--- src/rtl/apb_slave_regs_if.sv ---
// APB bus bundle between the team's APB master and the register-bank completer.
// The master modport drives the request side; the slave modport answers it.
interface apb_slave_regs_if;
  logic        psel;
  logic        penable;
  logic        pwrite;
  logic [31:0] paddr;
  logic [31:0] pwdata;
  logic [31:0] prdata;
  logic        pready;
  logic        pslverr;

  modport master (
    output psel, penable, pwrite, paddr, pwdata,
    input  prdata, pready, pslverr
  );

  modport slave (
    input  psel, penable, pwrite, paddr, pwdata,
    output prdata, pready, pslverr
  );
endinterface

--- src/rtl/apb_slave_regs.sv ---
// APB completer with an ID register, a run-time wait-state register and a bank
// of general R/W registers; answers bad address, misalignment and ID writes with pslverr.
module apb_slave_regs #(
  parameter int unsigned NUM_REGS    = 16,
  parameter logic [31:0] BASE_ADDR   = 32'h0000_0000,
  parameter int unsigned WAIT_STATES = 0,
  parameter logic [31:0] ID_VALUE    = 32'hA9B0_0001
) (
  input logic              pclk,
  input logic              prst,
  apb_slave_regs_if.slave  bus
);

  localparam int IW = $clog2(NUM_REGS);

  typedef enum logic {
    ST_IDLE,
    ST_ACCESS
  } state_t;

  state_t        r_state;
  logic [3:0]    r_wcnt;
  logic          r_write;
  logic [IW-1:0] r_index;
  logic [31:0]   r_wdata;
  logic          r_err;
  logic [31:0]   r_prdata;
  logic [3:0]    r_waitcfg;
  logic [31:0]   r_gpr [NUM_REGS-2];

  state_t      w_state_next;
  logic        w_setup;
  logic        w_commit;
  logic [31:0] w_offset;
  logic [31:0] w_index_full;
  logic        w_err;
  logic [31:0] w_rdata;

  // Address decode happens on the live bus during the setup phase.
  assign w_offset     = bus.paddr - BASE_ADDR;
  assign w_index_full = w_offset >> 2;
  assign w_err        = (bus.paddr[1:0] != 2'b00)
                      | (bus.paddr < BASE_ADDR)
                      | (w_index_full >= 32'(NUM_REGS))
                      | (bus.pwrite && (w_index_full == 32'd0));

  always_comb begin
    // NOTE: every output of a combinational block gets a default first so no latch is inferred.
    w_rdata = 32'd0;
    if (w_index_full == 32'd0) begin
      w_rdata = ID_VALUE;
    end else if (w_index_full == 32'd1) begin
      w_rdata = {28'd0, r_waitcfg};
    end else begin
      for (int i = 2; i < int'(NUM_REGS); i++) begin
        if (w_index_full == 32'(i)) w_rdata = r_gpr[i-2];
      end
    end
  end

  always_comb begin
    w_state_next = r_state;
    w_setup      = 1'b0;
    w_commit     = 1'b0;
    case (r_state)
      ST_IDLE: begin
        // An access strobe without a preceding setup phase is ignored.
        if (bus.psel && !bus.penable) begin
          w_setup      = 1'b1;
          w_state_next = ST_ACCESS;
        end
      end
      ST_ACCESS: begin
        if (!bus.psel) begin
          w_state_next = ST_IDLE;
        end else if ((r_wcnt == 4'd0) && bus.penable) begin
          w_commit     = 1'b1;
          w_state_next = ST_IDLE;
        end
      end
      default: w_state_next = ST_IDLE;
    endcase
  end

  // NOTE: sequential state uses non-blocking assignments so every flop samples pre-edge values.
  always_ff @(posedge pclk) begin
    if (!prst) begin
      r_state   <= ST_IDLE;
      r_wcnt    <= 4'd0;
      r_write   <= 1'b0;
      r_index   <= '0;
      r_wdata   <= 32'd0;
      r_err     <= 1'b0;
      r_prdata  <= 32'd0;
      r_waitcfg <= 4'(WAIT_STATES);
      // NOTE: the register bank is architecturally visible, so every entry is reset (it is flops, not RAM).
      for (int i = 0; i < int'(NUM_REGS) - 2; i++) r_gpr[i] <= 32'd0;
    end else begin
      r_state <= w_state_next;
      if (w_setup) begin
        r_write  <= bus.pwrite;
        r_index  <= w_index_full[IW-1:0];
        r_wdata  <= bus.pwdata;
        r_err    <= w_err;
        r_wcnt   <= r_waitcfg;
        r_prdata <= (bus.pwrite || w_err) ? 32'd0 : w_rdata;
      end else if ((r_state == ST_ACCESS) && bus.psel && (r_wcnt != 4'd0)) begin
        r_wcnt <= r_wcnt - 4'd1;
      end
      // Index 0 can never reach here on a write: it is flagged as an error at setup.
      if (w_commit && r_write && !r_err) begin
        if (r_index == IW'(1)) r_waitcfg <= r_wdata[3:0];
        for (int i = 2; i < int'(NUM_REGS); i++) begin
          if (r_index == IW'(i)) r_gpr[i-2] <= r_wdata;
        end
      end
    end
  end

  assign bus.pready  = (r_state == ST_ACCESS) && (r_wcnt == 4'd0);
  assign bus.pslverr = bus.pready && r_err;
  assign bus.prdata  = r_prdata;

endmodule

--- src/flat_wrapper.sv ---
// flat-port wrapper written by rule: the top's interface ports become plain ports
module apb_slave_regs_flat 
#(
  parameter int unsigned NUM_REGS    = 16,
  parameter logic [31:0] BASE_ADDR   = 32'h0000_0000,
  parameter int unsigned WAIT_STATES = 0,
  parameter logic [31:0] ID_VALUE    = 32'hA9B0_0001
)
  (pclk, prst, bus_psel, bus_penable, bus_pwrite, bus_paddr, bus_pwdata, bus_prdata, bus_pready, bus_pslverr);
  apb_slave_regs_if bus_i ();
  input logic pclk;
  input logic prst;
  input wire logic [$bits(bus_i.psel)-1:0] bus_psel;
  input wire logic [$bits(bus_i.penable)-1:0] bus_penable;
  input wire logic [$bits(bus_i.pwrite)-1:0] bus_pwrite;
  input wire logic [$bits(bus_i.paddr)-1:0] bus_paddr;
  input wire logic [$bits(bus_i.pwdata)-1:0] bus_pwdata;
  output wire logic [$bits(bus_i.prdata)-1:0] bus_prdata;
  output wire logic [$bits(bus_i.pready)-1:0] bus_pready;
  output wire logic [$bits(bus_i.pslverr)-1:0] bus_pslverr;
  assign bus_i.psel = bus_psel;
  assign bus_i.penable = bus_penable;
  assign bus_i.pwrite = bus_pwrite;
  assign bus_i.paddr = bus_paddr;
  assign bus_i.pwdata = bus_pwdata;
  assign bus_prdata = bus_i.prdata;
  assign bus_pready = bus_i.pready;
  assign bus_pslverr = bus_i.pslverr;
  apb_slave_regs #(.NUM_REGS(NUM_REGS), .BASE_ADDR(BASE_ADDR), .WAIT_STATES(WAIT_STATES), .ID_VALUE(ID_VALUE)) u_core (.pclk(pclk), .prst(prst), .bus(bus_i));
endmodule
--- config.mk ---
export PLATFORM = sky130hd
export DESIGN_NAME = apb_slave_regs_flat
export DESIGN_NICKNAME = d
export VERILOG_FILES = /design/src/rtl/apb_slave_regs_if.sv /design/src/rtl/apb_slave_regs.sv /design/src/flat_wrapper.sv
export SDC_FILE = /design/constraint.sdc
export NUM_CORES = 1
export LEC_CHECK = 0
export CAP_MARGIN = 25
export CORE_AREA = 3 3 228 230
export CTS_BUF_LIST = sky130_fd_sc_hd__clkbuf_16
export DETAILED_ROUTE_END_ITERATION = 16
export DIE_AREA = 0 0 231 233
export PLACE_DENSITY = 0.65
export SYNTH_ARGS = -nofsm -noshare
export SYNTH_HDL_FRONTEND = slang
export SYNTH_SLANG_ARGS = --single-unit
export TNS_END_PERCENT = 50
--- constraint.sdc ---
create_clock -name pclk -period 5.6 [get_ports pclk]
set_clock_uncertainty 0.2 [all_clocks]
set_input_delay 1.12 -clock pclk [delete_from_list [all_inputs] [get_ports pclk]]
set_output_delay 1.12 -clock pclk [all_outputs]
set_load 0.03 [all_outputs]
==> results of run 1 <==
-- placed cells by master, fill, tap and decap left out, types with 25 or more instances in the layout --
| cell | count |
|---|---|
| clkbuf_16 | 57 |
| a22oi_1 | 26 |
| dfxtp_1 | 79 |
| a221oi_1 | 25 |
| edfxtp_1 | 448 |
| clkdlybuf4s50_1 | 99 |
| o22ai_1 | 25 |
| nand2_1 | 236 |
| inv_1 | 52 |
| a21oi_1 | 111 |
| buf_4 | 83 |
| o21ai_0 | 84 |
| nor2_1 | 389 |
| nand3_1 | 30 |
-- how the worst max path moves through the flow --
stage	endpoint	slack, ps	cells past startpoint
floorplan	u_core.r_gpr[0][224]	1870	6
global placement	u_core.bus.prdata[15]	800	8
detailed placement	u_core.bus.prdata[18]	730	8
CTS	u_core.bus.prdata[18]	1370	8
global route	u_core.bus.prdata[18]	1150	8
finish	u_core.bus.prdata[18]	1240	8
-- cell families after synthesis --
kind of cell             Yosys count  synth area share [%]
AO/OA/AOI/OAI                    436                 13.30
AND/OR/NAND/NOR                  773                 15.19
buffers and inverters            200                 3.490
flip-flops                       527                 66.66
multiplexers                      25                 1.248
adder cells (fa/ha/maj)            2                0.1109
-- area by class of cell --
cell class                      count  area, sq um
Timing Repair Buffer              188         1689
Sequential cell                   527        15030
Inverter                           39        146.4
Clock inverter                     45        340.3
Tap cell                          672        840.8
Clock buffer                       57         1426
Fill cell                        4358        23830
Multi-Input combinational cell   1236         6759
-- power by group through the flow --
stage | clock network, mW | logic [mW] | registers, mW
after floorplan | 0 | 0.187 | 4.50
after global placement | 0 | 0.381 | 4.51
after detailed placement | 0 | 0.386 | 4.51
after CTS | 3.62 | 0.387 | 4.43
after global routing | 3.78 | 0.411 | 4.44
final | 3.61 | 0.395 | 4.43
-- synth_stat cells, drive strengths merged (5+ instances only) --
cell type / number / share of area [%]
nand2: 236 / 3.9
o21ai: 86 / 1.9
a221o: 9 / 0.40
nand4: 23 / 0.67
a31oi: 13 / 0.36
o22ai: 25 / 0.69
o211a: 10 / 0.44
nor2b: 13 / 0.36
and2: 8 / 0.22
inv: 38 / 0.63
and4: 8 / 0.31
o31ai: 6 / 0.22
mux2i: 18 / 0.80
nor2: 391 / 6.5
nor4: 18 / 0.93
dfxtp: 79 / 7.0
a211o: 5 / 0.19
nand3: 32 / 0.79
a211oi: 9 / 0.30
o211ai: 5 / 0.17
or4: 9 / 0.33
a222oi: 17 / 0.75
and3: 8 / 0.22
nor3: 12 / 0.41
clkbuf: 127 / 2.1
a32oi: 13 / 0.50
mux2: 5 / 0.25
o221ai: 16 / 0.62
a21o: 7 / 0.23
a221oi: 26 / 1.0
a21oi: 111 / 2.5
buf: 34 / 0.73
edfxtp: 448 / 60
a2111oi: 6 / 0.26
o32a: 6 / 0.27
a22oi: 26 / 0.87
a22o: 9 / 0.35
-- per-layer routing --
layer  share of wire [%]  global-route usage (%)  vias to the layer above  wire length (um)
met5                   0                       0                        -                 0
met4                 6.2                   15.75                        0              4835
met3                  12                   7.297                      278              9701
met2                  45                   44.66                     1268             35390
met1                  36                   37.22                     8539             28460
li1                    -                       -                     7403                 -
-- worst max-delay path: stages --
cell	delay, ps
clkdlybuf4s50_1	430
or4_1	640
nor3_4	600
nand3_2	490
o21ai_0	550
a221oi_1	120
or3_1	480
a211oi_1	250
-- through the flow --
stage	hold WS (ps)	worst slack, ps	power (mW)	utilization, %	area (sq um)
finish	253.9	1240	8.436	52.40	26240
global route	275.3	1146	8.639	52.40	26240
CTS	256.4	1371	8.440	52.40	26240
detailed placement	247.5	734.3	4.901	48.87	24470
global placement	241.9	804.2	4.890	48.87	24470
floorplan	236.6	1869	4.686	-	22550
-- sequential cells by signal, summed over array words and instances (netlist names) --
name,flops
u_core.r_err,1
u_core.r_wcnt,4
u_core.bus.prdata,32
u_core.r_index,4
u_core.r_state,1
u_core.r_write,1
u_core.r_wdata,32
u_core.r_gpr,448
u_core.r_waitcfg,4
==> impl_metrics.toml, run 1 <==
[floorplan]
core_area_sq_um = 50070
rows = 82
die_h_um = 233
pin_count = 103
initial_utilization_pct = 45.04
dieWidth_um = 231
dieArea_sq_um = 53820

[cts]
cts_hold_buf = 0
htreeDepth = 2
clockBufferDepth = 3
cts_tree = "yes"
numCtsBuffers = 54
clkLatencyLatePin_ps = 620
ctsResizeCount = 0
cts-root-buf = "clkbuf_16"
postCtsSetupBuffers = 0
path_clk_slew_ps = 60
cts.sinks = 527

[yosys]
async_flop_share_pct = 0
ys_ff_latch = 527
synth_warnings = 0
synth_area_sq_um = 22550
syn_avg_cell_area_sq_um = 11.49
netlist_instances = 1963
ys_types = 80
synth_edf_count = 448
syn_nets = 2034
ys.flop_type = "edfxtp_1"
ys_seq_area_share_pct = 66.66

[power]
vdd_drop_max_v = 0.0002131
p_seq_share_pct = 52.6
p_sw_mw = 1.878
pwr-share-clk_pct = 42.8
p_int_mw = 6.558
p_leak_nw = 9.244
p_comb_share_pct = 4.7
swShare_pct = 22.26
power_density_nw_per_um2 = 321.5

[timing]
final-setup-viol-count = 0
worst_pin_slew_ps = 1139
drv_slew = 0
relSlewSlack_pct = 23.42
finalHoldViolCount = 0
fmax_ghz = 0.2293
fin_crit_sh_pct = 77.87
grt_setup_unrepaired = "no"
period_needed_ps = 4360
setup-tns-final_ps = 0

[layout]
drive_gt1_share_pct = 9.990
layoutNonFillerInstCount = 2764
num-nets-final = 2117
syn_to_final_growth_pct = 16.33
antenna_cells = 0

[routing]
avgRoutedWirePerCell_um = 28.36
viasPerCell = 6.327
drt-initial-drc-count = 2474
postRouteAntennaNets = 0
drtPass1Iterations = 7
vias = 17490
routed_wirelength_um = 78380
drc = 0

[global_routing]
first_global_vias = 16900
antenna_found_initial = 0
grt_pass1_wl_um = 113500
grt_max_degree = 54
grt-ovfl-total = 0
grt_use_total_pct = 28.79

[worst_hold_path]
worst_hold_path.num_cells = 2
hp-class = "flop to flop"
whs_endpoint = "u_core.r_wdata[12]"
hp-start = "u_core.r_wdata[12]"

[place]
dp_hpwl_um = 49150
dp_cells = 2662
io_buffers = 102
place.gp.congestion = 0.9607

[setup_path]
worstPathRequired_ps = 5930
worstSetupStartpointType = "primary input"
reg2reg_slack_ps = 2180
r2r-end = "u_core.r_gpr[0][236]"
worst-setup-path-type = "primary input to flop"
worstRegToRegCells = 10
crit_fanout = 17
cp.arrival_ps = 4690
startpoint = "bus_paddr[19]"
r2r-start = "u_core.r_wcnt[0]"
worstSetupEndpointType = "flop"

[flow_run]
drv_cap = 0

[status]
status = "finished clean"
No activity file was read; power rests on OpenSTA's default activity.
==> inputs of run 2 (changes only) <==
Clock period 5.6 ns to 4.3 ns, I/O delays scaled along.
==> run 2 against run 1 <==
  * Largest cell class unchanged
  * Sequential power grew 30%
  * Largest power group unchanged
  * Global-route usage shrank 0.096 points
  * Count of clock-buffer cells in the layout shrank 3
  * Highest routed layer unchanged
  * Via count grew 0.27%
==> impl_metrics.toml, run 2 (synthesis gave the netlist of run 1 again) <==
[layout]
layout_common_cells = "edfxtp_1 (448), nor2_1 (389), nand2_1 (236), a21oi_1 (111), buf_4 (104)"
drive_gt1_share_pct = 10.97
largest_reg_flops = 448
final_common_cell = "edfxtp_1"
num-nets-final = 2150
antenna_cells = 0
fin_util_pct = 52.94
multi_input_area_sq_um = 6759
syn_to_final_growth_pct = 17.54
top_register = "u_core.r_gpr"
layoutNonFillerInstCount = 2796
ff_latch_area_sq_um = 15030
fillCellCount = 4359
final_area_sq_um = 26510

[global_routing]
grtUsageMet2_pct = 45.35
first_global_vias = 16780
use_met1_pct = 38.15
grtUsageMet3_pct = 5.864
grt_use_total_pct = 28.70
busiest_layer = "met2"
grt-ovfl-total = 0
grt_max_degree = 76
antenna_found_initial = 0
grt_pass1_wl_um = 112900

[floorplan]
pin_count = 103
rows = 82
core_area_sq_um = 50070
die_h_um = 233
initial_utilization_pct = 45.04
dieWidth_um = 231
dieArea_sq_um = 53820

[timing]
setup-tns-final_ps = 0
final-setup-viol-count = 0
relSlewSlack_pct = 26.87
fmax_ghz = 0.2817
grt_setup_unrepaired = "no"
whs_ps = 254.1
fin_ws_ps = 750.6
finalHoldViolCount = 0
fin_crit_sh_pct = 82.54
worst_pin_slew_ps = 1089
period_needed_ps = 3549
drv_slew = 0

[power]
vdd_drop_max_v = 0.0002732
p_leak_nw = 9.380
p_total_mw = 10.68
power_density_nw_per_um2 = 402.9

[setup_path]
worst-setup-path-type = "primary input to flop"
slowest_delay_ps = 610
crit_fanout = 14
crit_chain = "clkdlybuf4s50_1 > nor2b_1 > nand4_2 > buf_4 > nor3_2 > buf_4 > a222oi_1 > a21oi_1 > buf_4 > o21ai_1 > a211oi_1"
cp_top_family = "buffers and inverters"
cpMostUsedCell = "buf_4"
slowest_stage = "clkdlybuf4s50_1"
worstPathRequired_ps = 4620
cp_num_buf_inv = 4
worstSetupEndpointType = "flop"
worstSetupStartpointType = "primary input"
cp.arrival_ps = 3870

[cts]
cts.sinks = 527
ctsResizeCount = 0
cts-root-buf = "clkbuf_16"
cts_tree = "yes"
clkLatencyLatePin_ps = 620
clockBufferDepth = 3
postCtsSetupBuffers = 0
numCtsBuffers = 53
path_clk_slew_ps = 60
cts_hold_buf = 0
htreeDepth = 2

[routing]
routed_wirelength_um = 78440
avgRoutedWirePerCell_um = 28.06
postRouteAntennaNets = 0
drc = 0
drt-initial-drc-count = 2496
vias = 17540
viasPerCell = 6.271
drtPass1Iterations = 6

[status]
status = "finished clean"

[place]
dp_cells = 2696
place_area_sq_um = 24890
place.gp.congestion = 0.9418
io_buffers = 102
pre_cts_slack_ps = 203.3
dp_hpwl_um = 49800

[flow_run]
drv_cap = 0

[worst_hold_path]
hp-class = "flop to flop"
[run 2: changes by cell type in the layout (fill, tap and decap cells not counted)]
cell        before  now
clkinv_1        10   19
inv_6            1    0
clkbuf_16       57   54
buf_12           3   16
clkinv_8         0    1
bufinv_16        5    2
buf_4           83  104
clkinvlp_4       1    0
inv_1           52   51
clkinv_2        12    8
clkinv_4         0    1
[run 2: layout make-up]
type,instances,share of cell area (%)
Sequential cell,527,56.72
Multi-Input combinational cell,1236,25.50
Clock buffer,54,5.098
Tap cell,672,3.172
Inverter,39,0.5523
Timing Repair Buffer,222,7.949
Clock inverter,46,1.015
[run 2: path summary, 6_finish.rpt]
path | from | to | slack (ps) | cells past startpoint
max | bus_paddr[4] | u_core.bus.prdata[31] | 750 | 11
min | u_core.r_wdata[16] | u_core.r_wdata[16] | 250 | 2
max reg2reg | u_core.r_wcnt[0] | u_core.r_gpr[0][297] | 1510 | 9
min reg2reg | u_core.r_wdata[16] | u_core.r_wdata[16] | 250 | 2
[run 2: worst reg2reg max path: cells and delay by family, from the launching register on]
family	cells	cell delay, ps
AND/OR/NAND/NOR	5	960
buffers and inverters	3	700
flip-flops	1	350
adder cells (fa/ha/maj)	1	160
[run 2: routing by layer]
layer,share of wire (%),up-vias
li1,-,7490
met1,38,8644
met2,46,1183
met3,11,218
met4,5.1,0
met5,0,-
[run 2: power breakdown]
part / total, mW / leakage, nW / internal (mW) / switching (mW)
Clock: 4.38 / 0.854 / 2.39 / 1.99
Combinational: 0.522 / 3.25 / 0.154 / 0.368
Sequential: 5.77 / 5.27 / 5.71 / 0.0653
Total: 10.7 / 9.38 / 8.26 / 2.42
==> inputs of run 3 (changes only) <==
Settings changed: PLACE_DENSITY 0.65 to 0.67.
Clock period 4.3 ns to 2.9 ns, I/O delays scaled along.
==> run 3 against run 2 <==
  * Non-clock buffer count increased by 204
  * Hold slack improved by 0.80 ps
  * Power increased by 51%
  * Final cell count increased by 7.3%
  * Die area unchanged
  * Via count increased by 5.3%
  * Sequential share of layout area decreased by 4.4 points
  * Largest power group unchanged
  * Sequential cell count unchanged
  * Utilization increased by 4.5 points
==> impl_metrics.toml, run 3 (synthesis gave the netlist of run 1 again) <==
[layout]
final_common_cell = "edfxtp_1"
fin_util_pct = 57.43
fillCellCount = 4204
multi_input_area_sq_um = 7029
layoutNonFillerInstCount = 2999
antenna_cells = 0
syn_to_final_growth_pct = 27.50
layout_common_cells = "edfxtp_1 (448), nor2_1 (389), buf_4 (266), nand2_1 (229), a21oi_1 (110)"
top_register = "u_core.r_gpr"
largest_reg_flops = 448
ff_latch_area_sq_um = 15040
num-nets-final = 2354
final_area_sq_um = 28750
drive_gt1_share_pct = 20.58

[floorplan]
dieWidth_um = 231
core_area_sq_um = 50070
initial_utilization_pct = 45.04
dieArea_sq_um = 53820
die_h_um = 233
rows = 82
pin_count = 103

[setup_path]
cp_num_buf_inv = 5
worstSetupStartpointType = "primary input"
worstPathRequired_ps = 3260
cp.arrival_ps = 3230
reg2reg_slack_ps = 280
crit_chain = "clkdlybuf4s50_1 > nor4_2 > nand4_1 > buf_6 > buf_12 > nor2_1 > buf_4 > buf_4 > nand3_1 > a311o_1 > a31oi_1 > o211a_1"
cpMostUsedCell = "buf_4"
cp_top_family = "buffers and inverters"
worst-setup-path-type = "primary input to flop"
worstSetupEndpointType = "flop"
slowest_delay_ps = 440
crit_fanout = 17
slowest_stage = "clkdlybuf4s50_1"

[place]
pre_cts_slack_ps = -764.9
place_area_sq_um = 26700
io_buffers = 102
dp_cells = 2896
place.gp.congestion = 0.9552
dp_hpwl_um = 54720

[cts]
cts-root-buf = "clkbuf_16"
clockBufferDepth = 3
htreeDepth = 2
path_clk_slew_ps = 60
cts_tree = "yes"
clkLatencyLatePin_ps = 610
cts_hold_buf = 0
numCtsBuffers = 53
cts.sinks = 527

[routing]
routed_wirelength_um = 80330
drtPass1Iterations = 6
viasPerCell = 6.157
drc = 0
avgRoutedWirePerCell_um = 26.79
drt-initial-drc-count = 2803
postRouteAntennaNets = 0
vias = 18470

[flow_run]
drv_cap = 0

[timing]
setup-tns-final_ps = 0
period_needed_ps = 2866
whs_ps = 254.9
fin_crit_sh_pct = 98.84
worst_pin_slew_ps = 704.0
drv_slew = 0
fmax_ghz = 0.3489
fin_ws_ps = 33.64
finalHoldViolCount = 0
relSlewSlack_pct = 53.07
final-setup-viol-count = 0

[global_routing]
grt_pass1_wl_um = 116300
grt-ovfl-total = 0
grt_use_total_pct = 29.32
antenna_found_initial = 0
first_global_vias = 17810
grt_max_degree = 54

[status]
status = "finished clean"

[power]
p_leak_nw = 10.68
p_total_mw = 16.15
vdd_drop_max_v = 0.0004101
power_density_nw_per_um2 = 561.5

[worst_hold_path]
hp-class = "flop to flop"
run 3: layer usage:
layer	GRT usage, %	share of wire [%]	vias up
li1	-	-	7894
met5	0	0	-
met4	13.02	4.7	0
met2	47.68	47	1289
met3	5.522	12	237
met1	38.50	37	9046
run 3: what timing repair did:
item,in CTS,in global routing
setup endpoints to repair,21,33
setup buffers,1,2
resized for setup,22,60
pin swaps,8,27
gates cloned,0,1
run 3: worst register-to-register path, delay by kind of cell, from the launching register on:
family                     cells  cell delay, ps
and+or+nand+nor                5            1180
buffers and inverters          3             440
DFF                            1             340
adders and majority gates      1             160
run 3: where the power goes:
part,switching (mW),internal (mW)
Sequential,0.104,8.46
Combinational,0.578,0.315
Clock,2.99,3.70
run 3: final cells by class:
type / count / share of cell area (%)
clock buffers: 55 / 4.787
clock inverters: 44 / 1.049
inverters: 39 / 0.5091
multi-input cells: 1236 / 24.45
flip-flops and latches: 527 / 52.29
well taps: 672 / 2.924
repair buffers: 426 / 13.99
run 3: path summary, 6_finish.rpt:
check | from | end | cells after the start
setup / recovery | bus_paddr[15] | u_core.bus.prdata[7] | 12
hold / removal | u_core.r_wdata[17] | u_core.r_wdata[17] | 2
setup reg to reg | u_core.r_wcnt[0] | u_core.r_gpr[0][117] | 9
hold reg to reg | u_core.r_wdata[17] | u_core.r_wdata[17] | 2
